[src/rtl/spi_target_sync.sv]
// SPI target with all SPI pins oversampled in the system clock domain.
// One-deep transmit holding register in front of the tx shifter; single-word rx output.
module spi_target_sync #(
    parameter int DATA_WIDTH  = 8,
    parameter int MODE        = 0,
    parameter int LSB_FIRST   = 0,
    parameter int SYNC_STAGES = 2
) (
    input  logic                  clk_i,
    input  logic                  rst_ni,
    input  logic                  spi_cs_ni,
    input  logic                  spi_sck_i,
    input  logic                  spi_sd_i,
    output logic                  spi_sd_o,
    output logic                  spi_sd_oe_o,
    input  logic [DATA_WIDTH-1:0] tx_data_i,
    input  logic                  tx_valid_i,
    output logic                  tx_ready_o,
    output logic [DATA_WIDTH-1:0] rx_data_o,
    output logic                  rx_valid_o,
    output logic                  underrun_o,
    output logic                  busy_o
);

    localparam logic CPOL = 1'(MODE >> 1);
    localparam logic CPHA = 1'(MODE);
    localparam logic LSB  = (LSB_FIRST != 0);
    localparam int   CW   = (DATA_WIDTH > 1) ? $clog2(DATA_WIDTH) : 1;
    localparam logic [CW-1:0] CNT_MAX   = CW'(DATA_WIDTH - 1);
    localparam logic [2:0]    FILL_DONE = 3'(SYNC_STAGES + 1);

    logic [SYNC_STAGES-1:0] r_cs_sync;
    logic [SYNC_STAGES-1:0] r_sck_sync;
    logic [SYNC_STAGES-1:0] r_sd_sync;
    logic                   r_cs_prev;
    logic                   r_sck_prev;
    logic [2:0]             r_fill_cnt;
    logic                   r_armed;
    logic [CW-1:0]          r_bit_cnt;
    logic                   r_load_pend;
    logic [DATA_WIDTH-1:0]  r_rx_shift;
    logic [DATA_WIDTH-1:0]  r_rx_data;
    logic                   r_rx_valid;
    logic [DATA_WIDTH-1:0]  r_tx_shift;
    logic [DATA_WIDTH-1:0]  r_hold;
    logic                   r_hold_full;
    logic                   r_underrun;

    logic                  w_cs;
    logic                  w_sck;
    logic                  w_sd;
    logic                  w_sync_ready;
    logic                  w_cs_fall;
    logic                  w_sck_rise;
    logic                  w_sck_fall;
    logic                  w_lead;
    logic                  w_trail;
    logic                  w_sample;
    logic                  w_shift;
    logic                  w_load;
    logic                  w_advance;
    logic                  w_hold_wr;
    logic [DATA_WIDTH-1:0] w_rx_next;
    logic [DATA_WIDTH-1:0] w_tx_shifted;

    assign w_cs  = r_cs_sync[SYNC_STAGES-1];
    assign w_sck = r_sck_sync[SYNC_STAGES-1];
    assign w_sd  = r_sd_sync[SYNC_STAGES-1];

    // The reset values in the synchronizer are not real samples; a CS fall is only
    // trusted once both the chain and the previous-value flop hold sampled pin values.
    assign w_sync_ready = (r_fill_cnt == FILL_DONE);
    assign w_cs_fall    = r_cs_prev & ~w_cs & w_sync_ready;
    assign w_sck_rise   = ~r_sck_prev & w_sck;
    assign w_sck_fall   = r_sck_prev & ~w_sck;
    assign w_lead       = CPOL ? w_sck_fall : w_sck_rise;
    assign w_trail      = CPOL ? w_sck_rise : w_sck_fall;
    assign w_sample     = r_armed & ~w_cs & (CPHA ? w_trail : w_lead);
    assign w_shift      = r_armed & ~w_cs & (CPHA ? w_lead : w_trail);

    assign w_load    = (w_shift & r_load_pend) | (~CPHA & w_cs_fall);
    assign w_advance = w_shift & ~w_load;
    // A word offered while a load is happening bypasses the holding register.
    assign w_hold_wr = tx_valid_i & ~r_hold_full & ~w_load;

    assign w_rx_next    = LSB ? {w_sd, r_rx_shift[DATA_WIDTH-1:1]}
                              : {r_rx_shift[DATA_WIDTH-2:0], w_sd};
    assign w_tx_shifted = LSB ? {1'b0, r_tx_shift[DATA_WIDTH-1:1]}
                              : {r_tx_shift[DATA_WIDTH-2:0], 1'b0};

    always_ff @(posedge clk_i) begin
        if (!rst_ni) begin
            r_cs_sync   <= '1;
            r_sck_sync  <= {SYNC_STAGES{CPOL}};
            r_sd_sync   <= '0;
            r_cs_prev   <= 1'b1;
            r_sck_prev  <= CPOL;
            r_fill_cnt  <= '0;
            r_armed     <= 1'b0;
            r_bit_cnt   <= CNT_MAX;
            r_load_pend <= 1'b0;
            r_rx_shift  <= '0;
            r_rx_data   <= '0;
            r_rx_valid  <= 1'b0;
            r_tx_shift  <= '0;
            r_hold      <= '0;
            r_hold_full <= 1'b0;
            r_underrun  <= 1'b0;
        end else begin
            r_cs_sync  <= {r_cs_sync[SYNC_STAGES-2:0], spi_cs_ni};
            r_sck_sync <= {r_sck_sync[SYNC_STAGES-2:0], spi_sck_i};
            r_sd_sync  <= {r_sd_sync[SYNC_STAGES-2:0], spi_sd_i};
            r_cs_prev  <= w_cs;
            r_sck_prev <= w_sck;
            if (!w_sync_ready) begin
                r_fill_cnt <= r_fill_cnt + 3'd1;
            end
            r_rx_valid <= 1'b0;
            r_underrun <= 1'b0;

            if (w_cs) begin
                // CS high abandons any partial word; the holding register is kept.
                r_armed     <= 1'b0;
                r_bit_cnt   <= CNT_MAX;
                r_load_pend <= 1'b0;
                r_rx_shift  <= '0;
                r_tx_shift  <= '0;
            end else begin
                if (w_cs_fall) begin
                    r_armed     <= 1'b1;
                    r_load_pend <= CPHA;
                end
                if (w_sample) begin
                    r_rx_shift <= w_rx_next;
                    if (r_bit_cnt == '0) begin
                        r_bit_cnt   <= CNT_MAX;
                        r_rx_data   <= w_rx_next;
                        r_rx_valid  <= 1'b1;
                        r_load_pend <= 1'b1;
                    end else begin
                        r_bit_cnt <= r_bit_cnt - 1'b1;
                    end
                end
                if (w_load) begin
                    r_load_pend <= 1'b0;
                    if (r_hold_full) begin
                        r_tx_shift <= r_hold;
                    end else if (tx_valid_i) begin
                        r_tx_shift <= tx_data_i;
                    end else begin
                        r_tx_shift <= '0;
                        r_underrun <= 1'b1;
                    end
                end else if (w_advance) begin
                    r_tx_shift <= w_tx_shifted;
                end
            end

            if (w_load && r_hold_full) begin
                r_hold_full <= 1'b0;
            end else if (w_hold_wr) begin
                r_hold      <= tx_data_i;
                r_hold_full <= 1'b1;
            end
        end
    end

    assign spi_sd_o    = LSB ? r_tx_shift[0] : r_tx_shift[DATA_WIDTH-1];
    assign spi_sd_oe_o = r_armed;
    assign busy_o      = r_armed;
    assign tx_ready_o  = ~r_hold_full;
    assign rx_data_o   = r_rx_data;
    assign rx_valid_o  = r_rx_valid;
    assign underrun_o  = r_underrun;

endmodule
[config.mk]
export PLATFORM = sky130hd
export DESIGN_NAME = spi_target_sync
export DESIGN_NICKNAME = d
export VERILOG_FILES = /design/src/rtl/spi_target_sync.sv
export SDC_FILE = /design/constraint.sdc
export NUM_CORES = 1
export LEC_CHECK = 0
export ABC_AREA = 1
export BUFFER_PORTS_ARGS = -buffer_cell sky130_fd_sc_hd__buf_4
export CORE_AREA = 5 5 76 78
export CTS_CLUSTER_DIAMETER = 150
export CTS_CLUSTER_SIZE = 14
export DETAILED_ROUTE_END_ITERATION = 8
export DIE_AREA = 0 0 81 83
export HOLD_SLACK_MARGIN = 0.08
export SKIP_LAST_GASP = 1
export SYNTH_ARGS = -nofsm -noshare
export SYNTH_HDL_FRONTEND = slang
export SYNTH_SLANG_ARGS = --single-unit
export TNS_END_PERCENT = 30
[constraint.sdc]
create_clock -name clk_i -period 1.9 [get_ports clk_i]
set_input_delay 0.57 -clock clk_i [delete_from_list [all_inputs] [get_ports clk_i]]
set_output_delay 0.57 -clock clk_i [all_outputs]
set_load 0.02 [all_outputs]
==> results.md, run 1 <==
- The final setup violation count is 0.
- The critical path goes through inv_4, buf_4.
- The DRC violations left is 0.
- Once the clock tree was built, the setup fixing pass inserted 0 buffers.
- Of all nets on the critical path, the largest fanout is 9.
- The number of nets with antenna violations after detailed routing is 0.
- The async set-or-reset flop fraction in the synthesized netlist is 0%.
- The number of buffers created by CTS is 5.
- TritonCTS built the clock tree.
- The completed layout was analyzed and its total power is 2.021 mW.
- The number of ports placed on the die boundary is 28.
- Timing would allow up to 0.5977 GHz.
- The dominant cell by count in the synthesized netlist is sky130_fd_sc_hd__nand2_1.
- The final weighted congestion in routability-driven placement is 0.7394.
- The area enclosed by the die boundary is 6723 µm².
- The cell leakage power is 1.115 nW.
- Measured along the x axis, the die boundary spans 81 µm.
- Input and output buffers added on the ports amount to 27.
- The endpoint kind of the worst setup timing path is an output pin.
- After clock tree synthesis, the flow added hold-fix buffers numbering 0.
- The pre-antenna-repair detailed-routing pass consisted of 4 iterations.
- The synthesized netlist contains 29 unique library cells.
- After routing, the total negative slack on setup checks comes to 0 ps.
- Global routing consumed, over all layers together, 12.95% of the routing resources.
- At the worst endpoint, the required time is 1330 ps.
- In this run the power density over the cells is 815.6 nW/µm².
- VDD sags by at most 0.0003995 V.
- The total buffers and inverters traversed by the critical path is 2.
- The worst slew margin relative to its limit is 69.68%.
- The sequential cell area fraction in the yosys report is 45.82%.
- At the worst endpoint, the arrival time is 1100 ps.
- In the synthesized netlist the dominant register cell turns out to be sky130_fd_sc_hd__dfxtp_1.
- The largest area contributor in the netlist is sky130_fd_sc_hd__dfxtp_1.
- The total global routing overflow is 0.
- Once placement completed, the tool counted placed cells totaling 358.
- The tree is rooted in a sky130_fd_sc_hd__clkbuf_8.
- In the final layout, the share of cells above drive strength 1 is 18.92%.
- The via-per-instance ratio is 4.678.
- Relative to the synthesized area, the layout overhead comes to 13.40%.
- In the synthesized netlist, the number of instances is 272.
- The number of pins exceeding their max-slew limit in the final report was 0.
- The count of nets after finishing is 313.
- The clock insertion delay at the later pin of the skew report is 300 ps.
- The overall via count from detail_route is 1,712.
- The number of enable flip-flop cells after synthesis is 0.
- The number of core rows is 26.
- The part of the cycle the worst path needs is 88.06%.
- The type of the worst min-delay path is reg2reg.
- Entering global routing, the biggest net connects 22 pins.
- The level count of the clock H-tree is 2.
- The final standard cell count with taps included and fillers excluded is 366.
- Setup repair after global routing left no endpoint under its margin.
- The standard cell with the maximum stage delay on the critical path is sky130_fd_sc_hd__dfxtp_1.
- The critical path start-end classification is reg2out.
- Summed over all layers, the routed wires come to 4.152 mm.
- The count of final hold-check violations was 0.
- The number of max-capacitance violations reported is 0.
- The flop and latch count out of synthesis is 50.
- The cell area after technology mapping is 2185 µm².
- After clock tree synthesis, the clock-pin slew on the worst setup and hold paths is 100 ps.
- The vertical extent of the die is 83 µm.
- The final HPWL from detailed placement is 2.834 mm.
- The final critical path time including I/O delays and setup is 1673 ps.
- The initial antenna violation count came to 0.
- The number of antenna diodes in the final layout is 0.
- On the final layout, the worst hold slack is 414.6 ps.
- At the pin with the least slew margin, the transition time is 454.3 ps.
- Broken down by cell family, the worst path's largest delay share belongs to flip-flops.
- Counting along the longest clock path gives a buffer depth of 2.
- STA classifies the critical path startpoint as a flop.
- The largest incremental delay on the critical path is 560 ps.
- The average cell area after synthesis is 8.032 µm².
- In this run the standard cell core region covers 5010 µm².
- The initial DRC count is 58.
- The number of nets handed over by synthesis was 290.
- The post-route clock skew is 6.235 ps.
- The first global-routing pass estimated 6.996 mm of wire.
- The flow ran to the end, and the final reports show no timing, DRC or antenna violations.
- After detailed routing, the average wire length per cell comes to 11.34 µm.
- For this design, the sink count on the clock tree is 50.
- The area fraction of the dominant cell type after synthesis is 45.82%.
- Post-CTS repair changed the size of 0 cells.
- During synthesis, Yosys emitted a total of 0 warnings.
- The via count of the first global-routing pass was 1,590.
- The initial utilization of the core area, before any placement, comes to 43.61%.
- By area the synthesized netlist is led by sky130_fd_sc_hd__dfxtp_1 46%, sky130_fd_sc_hd__nand2_1 9.5%, sky130_fd_sc_hd__inv_1 5.7%.
- After synthesis, the most frequently instantiated cells are 55 x sky130_fd_sc_hd__nand2_1, 50 x sky130_fd_sc_hd__dfxtp_1, 33 x sky130_fd_sc_hd__inv_1.
[kinds of logic (layout without fill, tap and decap cells)]
group                      count (synthesis)  count (layout)  share of synthesized area (%)
AOI/OAI and AO/OA                         48              48                          11.80
adders and majority gates                  4               4                          2.291
buffers and inverters                     51              75                          12.43
DFF                                       50              50                          45.82
and+or+nand+nor                          119             119                          27.66
[registers in the layout (all words and copies together) (netlist names)]
register and flops:
r_hold 8, r_rx_shift 7, underrun_o 1, r_load_pend 1, rx_valid_o 1, r_hold_full 1, rx_data_o 8, r_cs_sync 2
r_fill_cnt 3, r_sck_sync 2, r_sd_sync 2, busy_o 1, r_cs_prev 1, r_bit_cnt 3, r_tx_shift 8, r_sck_prev 1
[worst reg2reg max path, stage by stage (launching register included)]
cell and delay (ps):
sky130_fd_sc_hd__dfxtp_1 360, sky130_fd_sc_hd__ha_1 150, sky130_fd_sc_hd__ha_1 230, sky130_fd_sc_hd__nand3_4 260, sky130_fd_sc_hd__nand2_2 300, sky130_fd_sc_hd__o21ai_0 110
sky130_fd_sc_hd__a21oi_1 140
[where the power goes]
group | internal (mW) | switching [mW]
clock | 0.395 | 0.365
combinational | 0.0646 | 0.0896
sequential | 1.08 | 0.0226
[final timing paths]
path                                     from             to  slack, ps  cells after the start
worst max register to register  r_fill_cnt[1]  r_tx_shift[1]        300                      6
worst min register to register   r_sd_sync[0]   r_sd_sync[1]        410                      2
worst min-delay path             r_sd_sync[0]   r_sd_sync[1]        410                      2
worst max-delay path              r_hold_full     tx_ready_o        230                      2
[final cells by class]
class	count	area [µm²]
Sequential cell	50	1001
Clock buffer	5	68.82
Multi-Input combinational cell	171	912.1
Tap cell	70	87.58
Fill cell	526	2532
Inverter	39	153.9
Timing Repair Buffer	28	210.2
Clock inverter	3	43.79
[stage by stage]
stage | worst slack (ps) | area, µm² | utilization (%)
after CTS | 200.8 | 2477 | 49.45
after floorplan | 522.0 | 2185 | -
final | 226.8 | 2477 | 49.45
after global routing | 123.8 | 2477 | 49.45
after global placement | 365.4 | 2365 | 47.20
after detailed placement | 311.3 | 2365 | 47.20
[placed cells by master (no fill, tap or decap), types with 3 or more instances in the layout]
master | Yosys | routed
sky130_fd_sc_hd__a21oi_2 | 3 | 3
sky130_fd_sc_hd__inv_4 | 3 | 3
sky130_fd_sc_hd__o21ai_1 | 3 | 3
sky130_fd_sc_hd__nand2_4 | 4 | 4
sky130_fd_sc_hd__nand3_2 | 3 | 3
sky130_fd_sc_hd__o21ai_0 | 17 | 17
sky130_fd_sc_hd__nor2_1 | 20 | 20
sky130_fd_sc_hd__inv_1 | 33 | 33
sky130_fd_sc_hd__nand3_1 | 15 | 15
sky130_fd_sc_hd__nand4_1 | 8 | 8
sky130_fd_sc_hd__ha_1 | 4 | 4
sky130_fd_sc_hd__a21oi_1 | 22 | 22
sky130_fd_sc_hd__dfxtp_1 | 50 | 50
sky130_fd_sc_hd__buf_4 | 3 | 28
sky130_fd_sc_hd__nand3b_1 | 7 | 7
sky130_fd_sc_hd__clkbuf_8 | 0 | 5
sky130_fd_sc_hd__nand2_1 | 55 | 55
[routing by layer]
metal | global-route usage [%] | wire, µm
met3 | 3.247 | 150
met5 | 0 | 0
met2 | 19.64 | 1840
met1 | 17.64 | 2098
met4 | 4.608 | 62
No activity file was read; power rests on OpenSTA's default activity.
==> run 2, diff against run 1 <==
--- a/config.mk
+++ b/config.mk
@@ -13,6 +13,7 @@
 export DETAILED_ROUTE_END_ITERATION = 8
 export DIE_AREA = 0 0 81 83
 export HOLD_SLACK_MARGIN = 0.08
+export REMOVE_ABC_BUFFERS = 1
 export SKIP_LAST_GASP = 1
 export SYNTH_ARGS = -nofsm -noshare
 export SYNTH_HDL_FRONTEND = slang
==> run 2 against run 1 <==
Net effect: via count is 0.64% lower; first-iteration DRC count decreased by 1.7%; wire length decreased by 3.9%; cell count grew 0.27%; die area unchanged; register-to-register slack about the same; core utilization is 0.37 points lower; global-route usage increased by 0.22 points; clock power fell by 20%; largest cell class unchanged.
==> results.md, run 2 (synthesized netlist as in run 1, its figures left out) <==
- The run finished with clean final reports.
- The number of max-capacitance violations reported is 0 (unchanged).
- The maximum clock rate is 0.5978 GHz (about the same).
- The part of the cycle the worst path needs is 88.05% (about the same).
- The post-layout worst setup margin is 227.1 ps (+0.3350 ps).
- The family with the most delay on the worst path is flip-flops.
- The initial DRC count is 57 (-1.7%).
- In the layout the commonest cells are 55 x sky130_fd_sc_hd__nand2_1, 50 x sky130_fd_sc_hd__dfxtp_1, 33 x sky130_fd_sc_hd__inv_1.
- Setup repair after global routing left no endpoint under its margin.
- Leaving out fill and tap cells, the most frequent cell in the layout is sky130_fd_sc_hd__nand2_1.
- The number of instances resized during post-cts repair is 0 (unchanged).
- The top fanout value on the critical path was 9 (unchanged).
- The sum of routed wire length over all layers is 3.988 mm (-3.9%).
- The final HPWL from detailed placement is 2.896 mm (+2.2%).
- The final cell utilization of the core is 49.08% (-0.37 points).
- The number of pins exceeding their max-slew limit in the final report was 0 (unchanged).
- The detailed route wirelength on metal2 was 1.801 mm (-2.1%).
- The critical path data arrival time is 1100 ps (about the same).
- The number of antenna cells inserted is 0 (unchanged).
- The clock tree from TritonCTS is built.
- The final critical path time including I/O delays and setup is 1673 ps (-0.3350 ps).
- The area enclosed by the die boundary is 6723 µm² (unchanged).
- The count of nets after finishing is 314 (+0.32%).
- The wire length of the first global-routing pass is 7.107 mm (+1.6%).
- The sum of negative setup slack was 0 ps (unchanged).
- The cell leakage power was 1.106 nW (-0.77%).
- The total buffers and inverters traversed by the critical path came to 2 (unchanged).
- The final setup violation count is 0 (unchanged).
- The vertical extent of the die came to 83 µm (unchanged).
- The count of final hold-check violations is 0 (unchanged).
- The synthesis-to-layout area growth is 12.54%.
- The DRC violations left is 0 (unchanged).
- The number of port buffers is 27 (unchanged).
- The worst-case setup slack after placement was 312.0 ps (+0.6390 ps).
- The total global routing overflow is 0 (unchanged).
- Walking the worst path, the cells encountered are inv_4, buf_4.
- The routed length on met1 is 1.977 mm (-5.8%).
- The post-route worst hold slack is 418.3 ps (+3.672 ps).
- The number of buffers on the longest clock path was 2 (unchanged).
- The die boundary width is 81 µm (unchanged).
- The number of nets with antenna violations after detailed routing is 0 (unchanged).
- The transition time at the pin with the least slew margin is 446.3 ps (-7.974 ps).
- The critical path required time is 1330 ps (about the same).
- The post-route clock skew is 7.437 ps (+1.202 ps).
- The final weighted congestion in routability-driven placement was 0.7397 (about the same).
- The initial standard-cell utilization of the core is 43.61% (unchanged).
- The slowest stage of the critical path is the sky130_fd_sc_hd__dfxtp_1 cell.
- The largest incremental delay on the critical path was 570 ps (about the same).
- The share of final-layout standard cells stronger than drive strength 1 is 18.86% (-0.064 points).
- The level count of the clock H-tree is 2 (unchanged).
- The type of the worst min-delay path is reg2reg.
- Clock tree synthesis selected as its root buffer the cell sky130_fd_sc_hd__clkbuf_8.
- The worst slew margin relative to its limit is 70.21% (+0.53 points).
- The cell area after layout was 2459 µm² (-0.76%).
- The endpoint kind of the worst setup timing path is an output pin.
- The largest net degree at the start of global routing is 22 (unchanged).
- The total track usage came to 13.17% (+0.22 points).
- The sink count of the clock tree is 50 (unchanged).
- The overall via count from detail_route is 1,701 (-0.64%).
- The power density over the cells is 760.5 nW/µm² (-6.8%).
- The length of the first detailed-routing pass in iterations is 4 (unchanged).
- The number of buffers created by CTS is 5 (unchanged).
- The clock insertion delay at the later pin of the skew report is 300 ps (about the same).
- The routed length on met3 was 135 µm (-10%).
- The area of the core is 5010 µm² (unchanged).
- The number of post-CTS setup repair buffers is 0 (unchanged).
- The via count of the first global-routing pass came to 1,649 (+3.7%).
- The cell area after placement is 2372 µm² (+0.32%).
- The number of ports placed on the die boundary is 28 (unchanged).
- The critical path start-end classification is reg2out.
- The via-per-instance ratio is 4.635 (-0.91%).
- The average wire length per cell after detail routing is 10.87 µm (-4.2%).
- The maximum ir drop on the vdd rail is 0.0004824 V (+21%).
- The number of core rows is 26 (unchanged).
- The uppermost layer routed is met4.
- The number of buffers inserted for hold repair after clock tree synthesis is 0 (unchanged).
- The worst setup path is launched from a flop.
- The initial antenna violation count came to 0 (unchanged).
- The clock-pin slew of the registers on the worst-case setup and hold paths is 90 ps (about the same).
run 2: worst reg2reg max path, stage by stage (launching register included):
cell and delay, ps:
sky130_fd_sc_hd__dfxtp_1 350, sky130_fd_sc_hd__ha_1 150, sky130_fd_sc_hd__ha_1 220, sky130_fd_sc_hd__nand3_4 250, sky130_fd_sc_hd__nand2_2 300, sky130_fd_sc_hd__o21ai_0 120, sky130_fd_sc_hd__a21oi_1 130
run 2: stage by stage:
step	cells	power, mW
after floorplan	260	1.228
after global placement	359	1.284
after detailed placement	359	1.287
after CTS	367	1.899
after global routing	367	1.966
final	367	1.870
run 2: where the power goes:
| group | switching [mW] | total (mW) | internal, mW | leakage, nW |
|---|---|---|---|---|
| combinational | 0.0891 | 0.155 | 0.0656 | 0.654 |
| sequential | 0.0218 | 1.11 | 1.08 | 0.407 |
| clock | 0.349 | 0.610 | 0.261 | 0.0452 |
run 2: final timing paths:
check | endpoint | slack, ps | cells past startpoint | from
setup / recovery | tx_ready_o | 230 | 2 | r_hold_full
hold / removal | r_cs_sync[1] | 420 | 1 | r_cs_sync[0]
setup reg to reg | r_tx_shift[2] | 310 | 6 | r_fill_cnt[0]
hold reg to reg | r_cs_sync[1] | 420 | 1 | r_cs_sync[0]
run 2: metal layers:
metal / track usage [%] / vias to the layer above
li1: - / 918
met4: 5.069 / 0
met3: 3.139 / 8
met5: 0 / -
met1: 16.89 / 752
met2: 21.06 / 23
run 2: final cells by class:
cell class	count	area, µm²
fillers	539	2551
flip-flops and latches	50	1001
multi-input cells	171	912.1
repair buffers	29	217.7
inverters	39	153.9
well taps	70	87.58
clock buffers	6	72.57
clock inverters	2	13.76
